[config.mk]
export PLATFORM = sky130hd
export DESIGN_NAME = ram_sp_sync
export DESIGN_NICKNAME = d
export VERILOG_FILES = /design/src/rtl/ram_pkg.sv /design/src/rtl/ram_sp_sync_array.sv /design/src/rtl/ram_sp_sync.sv
export SDC_FILE = /design/constraint.sdc
export NUM_CORES = 1
export LEC_CHECK = 0
export ABC_CLOCK_PERIOD_IN_PS = 2300
export BUFFER_PORTS_ARGS = -buffer_cell sky130_fd_sc_hd__buf_2
export CAP_MARGIN = 0
export CELL_PAD_IN_SITES_DETAIL_PLACEMENT = 1
export CELL_PAD_IN_SITES_GLOBAL_PLACEMENT = 2
export CORE_ASPECT_RATIO = 0.6
export CORE_UTILIZATION = 42
export CTS_BUF_LIST = sky130_fd_sc_hd__clkbuf_2 sky130_fd_sc_hd__clkbuf_4 sky130_fd_sc_hd__clkbuf_8
export DETAILED_ROUTE_END_ITERATION = 16
export PLACE_DENSITY = 0.81
export REMOVE_ABC_BUFFERS = 1
export SYNTH_ARGS = -nofsm -noshare
export SYNTH_HDL_FRONTEND = slang
export SYNTH_SLANG_ARGS = --single-unit
[constraint.sdc]
create_clock -name clock -period 2.3 [get_ports clock]
set_input_delay 0.46 -clock clock [delete_from_list [all_inputs] [get_ports clock]]
set_output_delay 0.46 -clock clock [all_outputs]
set_load 0.01 [all_outputs]
[src/rtl/ram_pkg.sv]
// ram_pkg
// Shared definitions for the synchronous single-port RAM:
//   - write-cycle read-port behaviour selectors (WR_MODE values)
//   - clear-sequencer FSM state encoding
package ram_pkg;

    localparam int RAM_READ_FIRST  = 0;   // data_out shows the old word on a write
    localparam int RAM_WRITE_FIRST = 1;   // data_out shows the new word on a write
    localparam int RAM_NO_CHANGE   = 2;   // data_out holds on a write

    typedef enum logic {
        RAM_CLEAR = 1'b0,
        RAM_READY = 1'b1
    } ram_state_e;

endpackage

[src/rtl/ram_sp_sync_array.sv]
// ram_array
// Plain synchronous storage: one write port and one registered read port
// sharing a single address. The read register samples the word present
// before any same-edge write. Storage and read register have no reset.
// Ports:
//   i_clk    rising-edge clock
//   i_we     write enable: mem[i_addr] <= i_wdata
//   i_rd     read enable:  o_rdata <= mem[i_addr] (pre-write contents)
//   i_addr   word address
//   i_wdata  write data
//   o_rdata  registered read data
module ram_array #(
    parameter int DATA_WIDTH = 8,
    parameter int ADDR_WIDTH = 4
) (
    input  logic                  i_clk,
    input  logic                  i_we,
    input  logic                  i_rd,
    input  logic [ADDR_WIDTH-1:0] i_addr,
    input  logic [DATA_WIDTH-1:0] i_wdata,
    output logic [DATA_WIDTH-1:0] o_rdata
);

    localparam int DEPTH = 2 ** ADDR_WIDTH;

    logic [DATA_WIDTH-1:0] r_mem [0:DEPTH-1];
    logic [DATA_WIDTH-1:0] r_rdata;

    always_ff @(posedge i_clk) begin
        if (i_we) r_mem[i_addr] <= i_wdata;
        if (i_rd) r_rdata <= r_mem[i_addr];
    end

    assign o_rdata = r_rdata;

endmodule

[src/rtl/ram_sp_sync.sv]
// ram_sp_sync
// Synchronous single-port RAM with a built-in clear sequencer.
// After reset (or a clear_in request) every word is written with INIT_VALUE,
// one address per cycle; user accesses are refused while that runs.
// Ports:
//   clock      rising-edge clock
//   reset      asynchronous active-high reset
//   enable_in  access request for this cycle
//   we_in      1 = write, 0 = read
//   addr_in    word address
//   data_in    write data
//   clear_in   request to re-clear the whole array (ignored while clearing)
//   data_out   registered read data (1-cycle latency)
//   valid_out  data_out holds the result of a read issued on the previous edge
//   busy_out   clear sequencer active
//   err_out    one-cycle pulse: an access was attempted while busy
module ram_sp_sync
    import ram_pkg::*;
#(
    parameter int                    DATA_WIDTH = 8,
    parameter int                    ADDR_WIDTH = 4,
    parameter int                    WR_MODE    = RAM_READ_FIRST,
    parameter logic [DATA_WIDTH-1:0] INIT_VALUE = '0
) (
    input  logic                  clock,
    input  logic                  reset,
    input  logic                  enable_in,
    input  logic                  we_in,
    input  logic [ADDR_WIDTH-1:0] addr_in,
    input  logic [DATA_WIDTH-1:0] data_in,
    input  logic                  clear_in,
    output logic [DATA_WIDTH-1:0] data_out,
    output logic                  valid_out,
    output logic                  busy_out,
    output logic                  err_out
);

    ram_state_e            r_state;
    logic [ADDR_WIDTH-1:0] r_clr_addr;
    logic                  r_valid;
    logic                  r_err;
    // data_out is either the array read register or a local copy of the last
    // write data (WRITE_FIRST writes). Reset selects the local copy, held at 0.
    logic                  r_use_wdata;
    logic [DATA_WIDTH-1:0] r_wdata;

    logic                  w_clearing;
    logic                  w_clr_last;   // terminal flag: this edge writes DEPTH-1
    logic                  w_user;
    logic                  w_we;
    logic                  w_rd;
    logic [ADDR_WIDTH-1:0] w_addr;
    logic [DATA_WIDTH-1:0] w_wdata;
    logic [DATA_WIDTH-1:0] w_rdata;

    assign w_clearing = (r_state == RAM_CLEAR);
    assign w_clr_last = &r_clr_addr;
    assign w_user     = !w_clearing && enable_in;

    // Sequencer owns the port while clearing; user accesses are dropped.
    assign w_we    = w_clearing ? 1'b1       : (w_user && we_in);
    assign w_addr  = w_clearing ? r_clr_addr : addr_in;
    assign w_wdata = w_clearing ? INIT_VALUE : data_in;
    // READ_FIRST writes also load the read register, capturing the old word.
    assign w_rd    = w_user && (!we_in || (WR_MODE == RAM_READ_FIRST));

    ram_array #(
        .DATA_WIDTH (DATA_WIDTH),
        .ADDR_WIDTH (ADDR_WIDTH)
    ) u_array (
        .i_clk   (clock),
        .i_we    (w_we),
        .i_rd    (w_rd),
        .i_addr  (w_addr),
        .i_wdata (w_wdata),
        .o_rdata (w_rdata)
    );

    always_ff @(posedge clock or posedge reset) begin
        if (reset) begin
            r_state     <= RAM_CLEAR;
            r_clr_addr  <= '0;
            r_valid     <= 1'b0;
            r_err       <= 1'b0;
            r_use_wdata <= 1'b1;
            r_wdata     <= '0;
        end else begin
            r_valid <= 1'b0;
            r_err   <= 1'b0;
            case (r_state)
                RAM_CLEAR: begin
                    r_err      <= enable_in;
                    r_clr_addr <= r_clr_addr + 1'b1;
                    if (w_clr_last) r_state <= RAM_READY;
                end
                RAM_READY: begin
                    if (enable_in) begin
                        if (!we_in) begin
                            r_valid     <= 1'b1;
                            r_use_wdata <= 1'b0;
                        end else if (WR_MODE == RAM_WRITE_FIRST) begin
                            r_use_wdata <= 1'b1;
                            r_wdata     <= data_in;
                        end else if (WR_MODE == RAM_READ_FIRST) begin
                            r_use_wdata <= 1'b0;
                        end
                    end
                    // The access above is still served on this edge.
                    if (clear_in) begin
                        r_state    <= RAM_CLEAR;
                        r_clr_addr <= '0;
                    end
                end
                default: r_state <= RAM_CLEAR;
            endcase
        end
    end

    assign data_out  = r_use_wdata ? r_wdata : w_rdata;
    assign valid_out = r_valid;
    assign err_out   = r_err;
    assign busy_out  = w_clearing;

endmodule

* Word-level counts from Yosys, hierarchy flattened *
Memory sizes are Yosys's and may differ from the RTL's. A register that Yosys moved wholly into a read port is not among the register bits.
Cells that the tools add are included.

cells by class
  reductions and logical operators = 4
  bitwise gates (word level) = 1
  add/sub/neg operators = 1
  multiplexer cells = 15
  eq/ne operators = 1

operators with widths
  cell                 count
  $mux 8               2
  $mux 1               9
  $mux 4               2
  $pmux 4 s2           1
  $add 4x1->4 const B  1
  $reduce_and 4->1     1
  $logic_and 1x1->1    2
  $ne 2x2->1 const B   1
  $pmux 1 s2           1
  $reduce_and 2->1     1
  $not 1->1            1

storage, ports and cells
  word-level logic and storage cells = 28
  bits in registers = 8
  memories kept = 1
  output and inout bits = 11
  input bits = 17
  RAM bits = 128

memories
  memory         words  width  rd ports  clocked after Yosys merged registers in  write ports  RTL line                 RTL
  u_array.r_mem  16     8      1         1                                        1            ram_sp_sync_array.sv:26  logic [DATA_WIDTH-1:0] r_mem [0:DEPTH-1];

* Depth between registers and ports, before layout *
Gate-level depths: netlist of run 1.

  depth after elaboration = 5
  depth in mapped cells = 7
  depth with buffers taken out = 4

* Hierarchy *
Synthesis of run 1 repeated with hierarchy kept, for this count alone.

second synthesis, totals
  cell total of the unflattened synthesis = 272
  area, all modules = 5,577.8 um^2

by module, submodules not included
  module       cells an instance  seq. area each (um^2)  times used  area each (um^2)
  ram_array    230                4,083.9                1           5,147.4
  ram_sp_sync  42                 175.2                  1           430.4

* Worst setup path before layout of run 1 *
Ideal clock, no wire load.

  kind = register -> register
  start point = register r_state
  end point = memory u_array.r_mem[4][0] (enable)
  cell stages (with the launch flop) = 6
  path buffers = 2
  library setup time = 0.370 ns
  required time = 1.930 ns
  path slack = 0.100 ns
  period minus slack after synthesis = 2.200 ns
  arrival = 1.830 ns
  cells stage by stage = dfrtp_1 -> clkbuf_2 -> clkbuf_1 -> nor3b_1 -> nor2_1 -> nor2_1

on the way
  cells in the longest elaborated chain, start to end = 5
  elaborated cells between the ends (all ways) = 6
  classes of those cells = 4 x mux; 2 x reduce/logical

ends and longest elaborated chain
  what                          RTL line                 RTL
  start, declared               ram_sp_sync.sv:38        ram_state_e r_state;
  start signal, assigned        ram_sp_sync.sv:81        r_state <= RAM_CLEAR;
  start signal, assigned        ram_sp_sync.sv:94        if (w_clr_last) r_state <= RAM_READY;
  start signal, assigned        ram_sp_sync.sv:110       r_state <= RAM_CLEAR;
  $logic_and 1x1->1             ram_sp_sync.sv:58        assign w_user = !w_clearing && enable_in;
  $logic_and 1x1->1             ram_sp_sync.sv:61        assign w_we = w_clearing ? 1'b1 : (w_user && we_in);
  $mux 1                        ram_sp_sync.sv:61
  $mux 1                        ram_sp_sync_array.sv:30  if (i_we) r_mem[i_addr] <= i_wdata;
  $mux 1 (implied by the code)  ram_sp_sync_array.sv:30
  end, declared                 ram_sp_sync_array.sv:26

Several ways; a longest one is shown, not always the timed one.

* Worst setup path after layout of run 1 *
  start point = register r_state
  end point = register u_array.r_rdata[4], in the netlist u_array.o_rdata[4] (read register of u_array.r_mem) (data pin)

on the way
  cells in the longest elaborated chain, start to end = 1
  elaborated cells between the ends (all ways) = 2
  classes of those cells = 1 x mux; 1 x reduce/logical

ends and longest elaborated chain
  what                                                RTL line                              RTL
  $mux 4 / $logic_and 1x1->1 (equally long branches)  ram_sp_sync.sv:62, ram_sp_sync.sv:58
  end, declared                                       ram_sp_sync_array.sv:27               logic [DATA_WIDTH-1:0] r_rdata;

Several ways; a longest one is shown, not always the timed one.
A chain may end at the register's enable or synchronous reset.

==> results of run 1 <==
-- repair_timing --
item,in CTS,in global routing
resized for setup,11,20
setup endpoints to repair,8,9
hold endpoints to repair,7,0
hold buffers,1,0
setup buffers,0,6
-- Yosys cell counts (2+ instances only) --
cell type	n	area, µm²
buf_2	9	45.04
buf_4	3	22.52
buf_6	2	22.52
nand4_1	24	150.1
a31o_1	3	26.28
o22ai_1	3	18.77
dfrtp_1	7	175.2
mux2i_1	2	20.02
and2_1	9	56.30
nand4b_1	32	280.3
o21ai_0	20	100.1
edfxtp_1	136	4084
nor2b_1	4	25.02
nand3_1	2	10.01
a31o_2	13	113.9
clkbuf_1	27	101.4
mux4_2	16	360.4
o41ai_1	32	280.3
o21a_1	16	120.1
nand2_1	25	93.84
inv_1	19	71.32
nor2_1	23	86.33
nor4bb_1	16	160.2
-- critical path, cell delays in order, from the launching register on --
cell	delay, ns
dfrtp_4	0.58
nor2b_2	0.26
buf_12	0.17
a31o_2	0.25
o41ai_2	0.44
buf_4	0.18
nand4_1	0.08
-- registers in the layout (all words and copies together), names as in the netlist --
signal	count
u_array.o_rdata	8
valid_out	1
err_out	1
u_array.r_mem	128
r_state	1
r_clr_addr	4
-- logic make-up after synthesis --
logic type / after synthesis / share of synthesized area
mux: 19 / 0.06006
flops: 143 / 0.6470
buf+inv: 63 / 0.04429
compound gates: 94 / 0.1101
fa+ha+maj: 1 / 0.001900
simple gates: 140 / 0.1367
-- area by class of cell --
| cell class | count | share of cell area |
|---|---|---|
| flip-flops and latches | 143 | 0.5378 |
| well taps | 203 | 0.03203 |
| multi-input cells | 254 | 0.2754 |
| inverters | 20 | 0.009468 |
| clock inverters | 14 | 0.02414 |
| repair buffers | 94 | 0.09074 |
| clock buffers | 18 | 0.03046 |
-- metrics by stage --
stage	util	hold slack, ns	area [µm²]	TNS, ns
3_5_place_dp	0.4744	0.4147	7272	-0.6416
3_3_place_gp	0.4744	0.3992	7272	-0.5164
2_1_floorplan	-	0.2634	6366	-175.28
5_1_grt	0.5173	0.1636	7929	0
6_report	0.5173	0.1779	7929	0
4_1_cts	0.5081	0.1633	7787	0
-- worst max-delay path by stage --
stage / start / end / slack, ns / depth (start not counted)
global placement: r_clr_addr[1] / u_array.o_rdata[0] / -0.21 / 6
floorplan: r_state / u_array.o_rdata[0] / -1.43 / 4
detailed placement: r_clr_addr[1] / u_array.o_rdata[0] / -0.25 / 6
global route: r_state / u_array.r_mem[10][2] / 0.006 / 6
finish: r_state / u_array.o_rdata[4] / 0.06 / 6
CTS: r_state / u_array.o_rdata[2] / 0.01 / 6
-- power by group through the flow --
stage / Sequential (W) / Clock (W) / Combinational, W
after floorplan: 0.00397 / 0 / 0.00186
after global routing: 0.00387 / 0.00232 / 0.00443
after global placement: 0.00384 / 0 / 0.00367
after detailed placement: 0.00387 / 0 / 0.00375
final: 0.00383 / 0.00221 / 0.00418
after CTS: 0.00382 / 0.00223 / 0.00390
-- layer usage --
layer	share of wire	up-vias	track usage
li1	-	2005	-
met1	0.46	2415	0.3887
met2	0.44	203	0.3713
met3	0.095	20	0.08628
met4	0.012	0	0.07550
met5	0	-	0
==> summary.md, run 1 <==
| Metric | Value |
|---|---|
| Dpl cells | `707` |
| Initial antenna violation count | `0` |
| Area occupied by multi-input gates | `2183 µm²` |
| Sw Pwr | `0.003704 W` |
| CP Max Fanout | `12` |
| Worst R2R Setup Slack | `0.06 ns` |
| Non-Filler Instances | `746` |
| Sw Ratio | `0.3624` |
| DRC Markers | `0` |
| Hold Startpoint | `we_in` |
| CTS tree | `built` |
| Commonest non-fill, non-tap cell in the layout | `edfxtp_1` |
| Max cap viols | `0` |
| Sequential group share of total power | `0.375` |
| Global-route wire length before repair | `30330 µm` |
| Syn Std Cell Area | `6583 µm²` |
| Yosys reg bits | `143` |
| Synthesized netlist cell count | `460` |
| Min-Delay Endpoint | `valid_out` |
| Setup crit start kind | `flip-flop` |
| Avg Cell Area, Syn | `14.31 µm²` |
| Root Driver | `clkbuf_8` |
| N_diodes | `0` |
| Critical Path End Type | `flip-flop` |
| Fin nets | `548` |
| Number of synthesized flops with an enable pin | `136` |
| Clk sink count | `143` |
| Syn. warnings | `8` |
| Most frequent cells in the layout | `136 x edfxtp_1, 59 x buf_4, 32 x nand4b_1` |
| Worst r2r src | `r_state` |
| Final worst slack | `0.05811 ns` |
| Clock Power Share | `0.216` |
| Hold Path Depth | `2` |
| Row count | `35` |
| RD Place Congestion | `0.8671` |
| Unrepaired setup endpoints after global routing | `false` |
| Asr flop ratio synth | `0.04895` |
| # fillers | `1522` |
| Layout area overhead | `20.45%` |
| Final Power | `0.01022 W` |
| Largest net degree at the start of global routing | `47` |
| Aggregate routed wire length | `20330 µm` |
| Vias | `4643` |
| Max Slew Vio Count | `0` |
| Worst-path clk slew | `0.08 ns` |
| DP Worst Slack | `-0.2463 ns` |
| Leakage power | `2.846 nW` |
| Depth of the worst register-to-register path | `6` |
| Clk_lat worst skew | `0.45 ns` |
| Distinct cells, synth | `40` |
| H-tree depth | `4` |
| Req. time, crit path | `2.48 ns` |
| Number of DRC markers in iteration 0 | `398` |
| Vias in the first global route | `4755` |
| Critical Path AT | `2.42 ns` |
| Min cycle time layout | `2.242 ns` |
| Vias/cell | `6.224` |
| Routed wire per std cell | `27.25 µm` |
| Final setup fails | `0` |
| Post-DRT Antenna Nets | `0` |
| Measured slew at the worst slew-check pin | `0.8303 ns` |
| Most common flop cell mapped by yosys | `edfxtp_1` |
| Layout cells sized above 1 | `0.3260` |
| Area of the die | `16190 µm²` |
| Worst Hold Class | `in -> reg` |
| 1st-pass router iterations | `5` |
| Crit path kind | `reg -> reg` |
| Gr ovfl total | `0` |
| Power per cell area | `1289 nW/µm²` |
| Sequential cell area | `4264 µm²` |
| Max-slew headroom | `0.4465` |
| FMAX | `446.1 MHz` |
| Final count of hold timing violations | `0` |
| I/O Buffers | `27` |
| Max IR drop VDD | `841.6 µV` |
| FF-to-FF End | `u_array.o_rdata[4]` |
| Starting Density | `0.4295` |
| Die W | `163.6 µm` |
| Status | `finished clean` |
| Detail Placement HPWL | `13590 µm` |
| Core area | `15330 µm²` |
| Crit share post-route | `0.9747` |
| Power Internal | `0.006516 W` |
| Gr usage total | `0.2642` |
| Num ports | `28` |
| Register area share after synthesis | `0.6470` |
| Clk buf depth | `2` |
| Worst clock skew | `0.01083 ns` |
| Die Ht | `98.97 µm` |
| Num CTS Buffers | `17` |
| Combinational group share of total power | `0.409` |
No activity file was read; power rests on OpenSTA's default activity.
==> run 2, diff against run 1 <==
--- a/config.mk
+++ b/config.mk
@@ -8,13 +8,12 @@
 export ABC_CLOCK_PERIOD_IN_PS = 2300
 export BUFFER_PORTS_ARGS = -buffer_cell sky130_fd_sc_hd__buf_2
 export CAP_MARGIN = 0
-export CELL_PAD_IN_SITES_DETAIL_PLACEMENT = 1
-export CELL_PAD_IN_SITES_GLOBAL_PLACEMENT = 2
 export CORE_ASPECT_RATIO = 0.6
-export CORE_UTILIZATION = 42
+export CORE_UTILIZATION = 55
 export CTS_BUF_LIST = sky130_fd_sc_hd__clkbuf_2 sky130_fd_sc_hd__clkbuf_4 sky130_fd_sc_hd__clkbuf_8
+export CTS_CLUSTER_SIZE = 25
 export DETAILED_ROUTE_END_ITERATION = 16
-export PLACE_DENSITY = 0.81
+export PLACE_DENSITY = 0.75
 export REMOVE_ABC_BUFFERS = 1
 export SYNTH_ARGS = -nofsm -noshare
 export SYNTH_HDL_FRONTEND = slang
==> summary.md, run 2 (same netlist as run 1, synthesis figures left out) <==
| Metric | Value |
|---|---|
| Status | `finished clean` |
| Biggest register | `u_array.r_mem` |
| Sequential cell area | `4263 µm²` |
| Vias/cell | `6.604` |
| Clk buf depth | `2` |
| Power Internal | `0.006113 W` |
| Crit path kind | `reg -> reg` |
| Combinational group share of total power | `0.375` |
| Starting Density | `0.5731` |
| Sw Pwr | `0.003285 W` |
| Non-Filler Instances | `695` |
| Most frequent cells in the layout | `136 x edfxtp_1, 56 x buf_4, 32 x nand4b_1` |
| Aggregate routed wire length | `16520 µm` |
| 1st-pass router iterations | `5` |
| Commonest non-fill, non-tap cell in the layout | `edfxtp_1` |
| Worst r2r src | `r_state` |
| Worst clock skew | `0.01468 ns` |
| Post-DRT Antenna Nets | `0` |
| Vias | `4590` |
| Num CTS Buffers | `17` |
| Max cap viols | `0` |
| Req. time, crit path | `2.47 ns` |
| Layout cells sized above 1 | `0.2953` |
| CTS tree | `built` |
| Sequential group share of total power | `0.406` |
| Worst-path clk slew | `0.08 ns` |
| N_diodes | `0` |
| Dpl cells | `662` |
| Final count of hold timing violations | `0` |
| FMAX | `443.8 MHz` |
| CP Max Fanout | `25` |
| Max-slew headroom | `0.4753` |
| Global-route wire length before repair | `25650 µm` |
| Largest net degree at the start of global routing | `35` |
| Max stage delay cell, worst path | `dfrtp_4` |
| Cells along the critical path | `nor2b_2 > buf_4 > a31o_2 > o41ai_1 > nand4_1` |
| Clock Power Share | `0.219` |
| Max Slew Vio Count | `0` |
| Top flop regs | `u_array.r_mem: 128 flops, u_array.o_rdata: 8 flops, r_clr_addr: 4 flops` |
| Critical Path End Type | `flip-flop` |
| Sw Ratio | `0.3495` |
| Crit share post-route | `0.9798` |
| Max IR drop VDD | `617.4 µV` |
| Hold Startpoint | `we_in` |
| Crit path launch | `r_state` |
| Root Driver | `clkbuf_8` |
| Initial antenna violation count | `0` |
| Final setup fails | `0` |
| Measured slew at the worst slew-check pin | `0.7828 ns` |
| H-tree depth | `4` |
| Setup crit start kind | `flip-flop` |
| Layout area overhead | `15.93%` |
| Final Util | `0.6644` |
| RD Place Congestion | `0.8892` |
| # fillers | `841` |
| Clk sink count | `143` |
| Top delay family on crit path | `compound AO/OA/AOI/OAI gates` |
| Vias in the first global route | `4350` |
| Worst Hold Class | `in -> reg` |
| Num ports | `28` |
| Gr usage total | `0.2896` |
| Min cycle time layout | `2.253 ns` |
| Leakage power | `2.732 nW` |
| Crit path largest cell delay | `0.60 ns` |
| Power per cell area | `1232 nW/µm²` |
| Core area | `11490 µm²` |
| Worst path bufs/invs | `1` |
| Clk_lat worst skew | `0.45 ns` |
| Number of DRC markers in iteration 0 | `563` |
| Critical Path AT | `2.43 ns` |
| I/O Buffers | `27` |
| Die Ht | `86.74 µm` |
| Gr ovfl total | `0` |
| Area of the die | `12420 µm²` |
| Die W | `143.2 µm` |
| Routed wire per std cell | `23.76 µm` |
| Row count | `30` |
| Max reg flops | `128` |
| DRC Markers | `0` |
| Final Power | `0.009399 W` |
| Detail Placement HPWL | `11280 µm` |
| Fin nets | `540` |
| Area occupied by multi-input gates | `2088 µm²` |
run 2: cell types whose count changed in the layout (fill, tap and decap cells not counted), moves of 3 or more:
cell / change
o21ai_1: -4
o41ai_1: +9
buf_12: -5
buf_4: -3
o41ai_2: -7
o21ai_0: +5
run 2: final timing paths:
kind	to	slack [ns]	depth (start not counted)
min in group asynchronous	r_state	0.48	3
setup / recovery	u_array.o_rdata[2]	0.05	5
max in group asynchronous	r_state	1.58	3
setup reg to reg	u_array.o_rdata[2]	0.05	5
hold / removal	valid_out	0.20	2
hold reg to reg	r_clr_addr[1]	0.67	2
run 2: metrics by stage:
step	instance area (µm²)	setup WS [ns]	hold WS, ns	TNS, ns
detailed placement	7153	-0.1765	0.4064	-0.2011
floorplan	6366	-1.434	0.2634	-175.28
global route	7631	-0.009465	0.1920	-0.01108
CTS	7606	0.01840	0.1768	0
global placement	7153	-0.05356	0.3907	-0.05356
finish	7631	0.04655	0.1989	0
run 2: final cells by class:
| type | instances | area share |
|---|---|---|
| Clock inverter | 14 | 0.02181 |
| Clock buffer | 18 | 0.03164 |
| Multi-Input combinational cell | 254 | 0.2737 |
| Tap cell | 160 | 0.02623 |
| Sequential cell | 143 | 0.5586 |
| Inverter | 20 | 0.009838 |
| Timing Repair Buffer | 86 | 0.07821 |
run 2: layer usage:
| layer | GRT usage | vias up | share of wire |
|---|---|---|---|
| met4 | 0.1132 | 0 | 0.019 |
| li1 | - | 1996 | - |
| met5 | 0 | - | 0 |
| met2 | 0.4195 | 267 | 0.45 |
| met3 | 0.05470 | 29 | 0.10 |
| met1 | 0.4361 | 2298 | 0.43 |
run 2: power groups by stage:
stage | combinational [W] | clock, W | sequential (W)
final | 0.00352 | 0.00206 | 0.00381
after global placement | 0.00328 | 0 | 0.00383
after CTS | 0.00345 | 0.00207 | 0.00380
after global routing | 0.00379 | 0.00218 | 0.00386
after detailed placement | 0.00339 | 0 | 0.00385
after floorplan | 0.00186 | 0 | 0.00397
run 2: what timing repair did:
action                                  CTS  global route
hold buffers                              1             0
endpoints found under the setup margin    6             7
buffers inserted                          0             0
endpoints found under the hold margin     7             0
gates resized for setup                   5             5
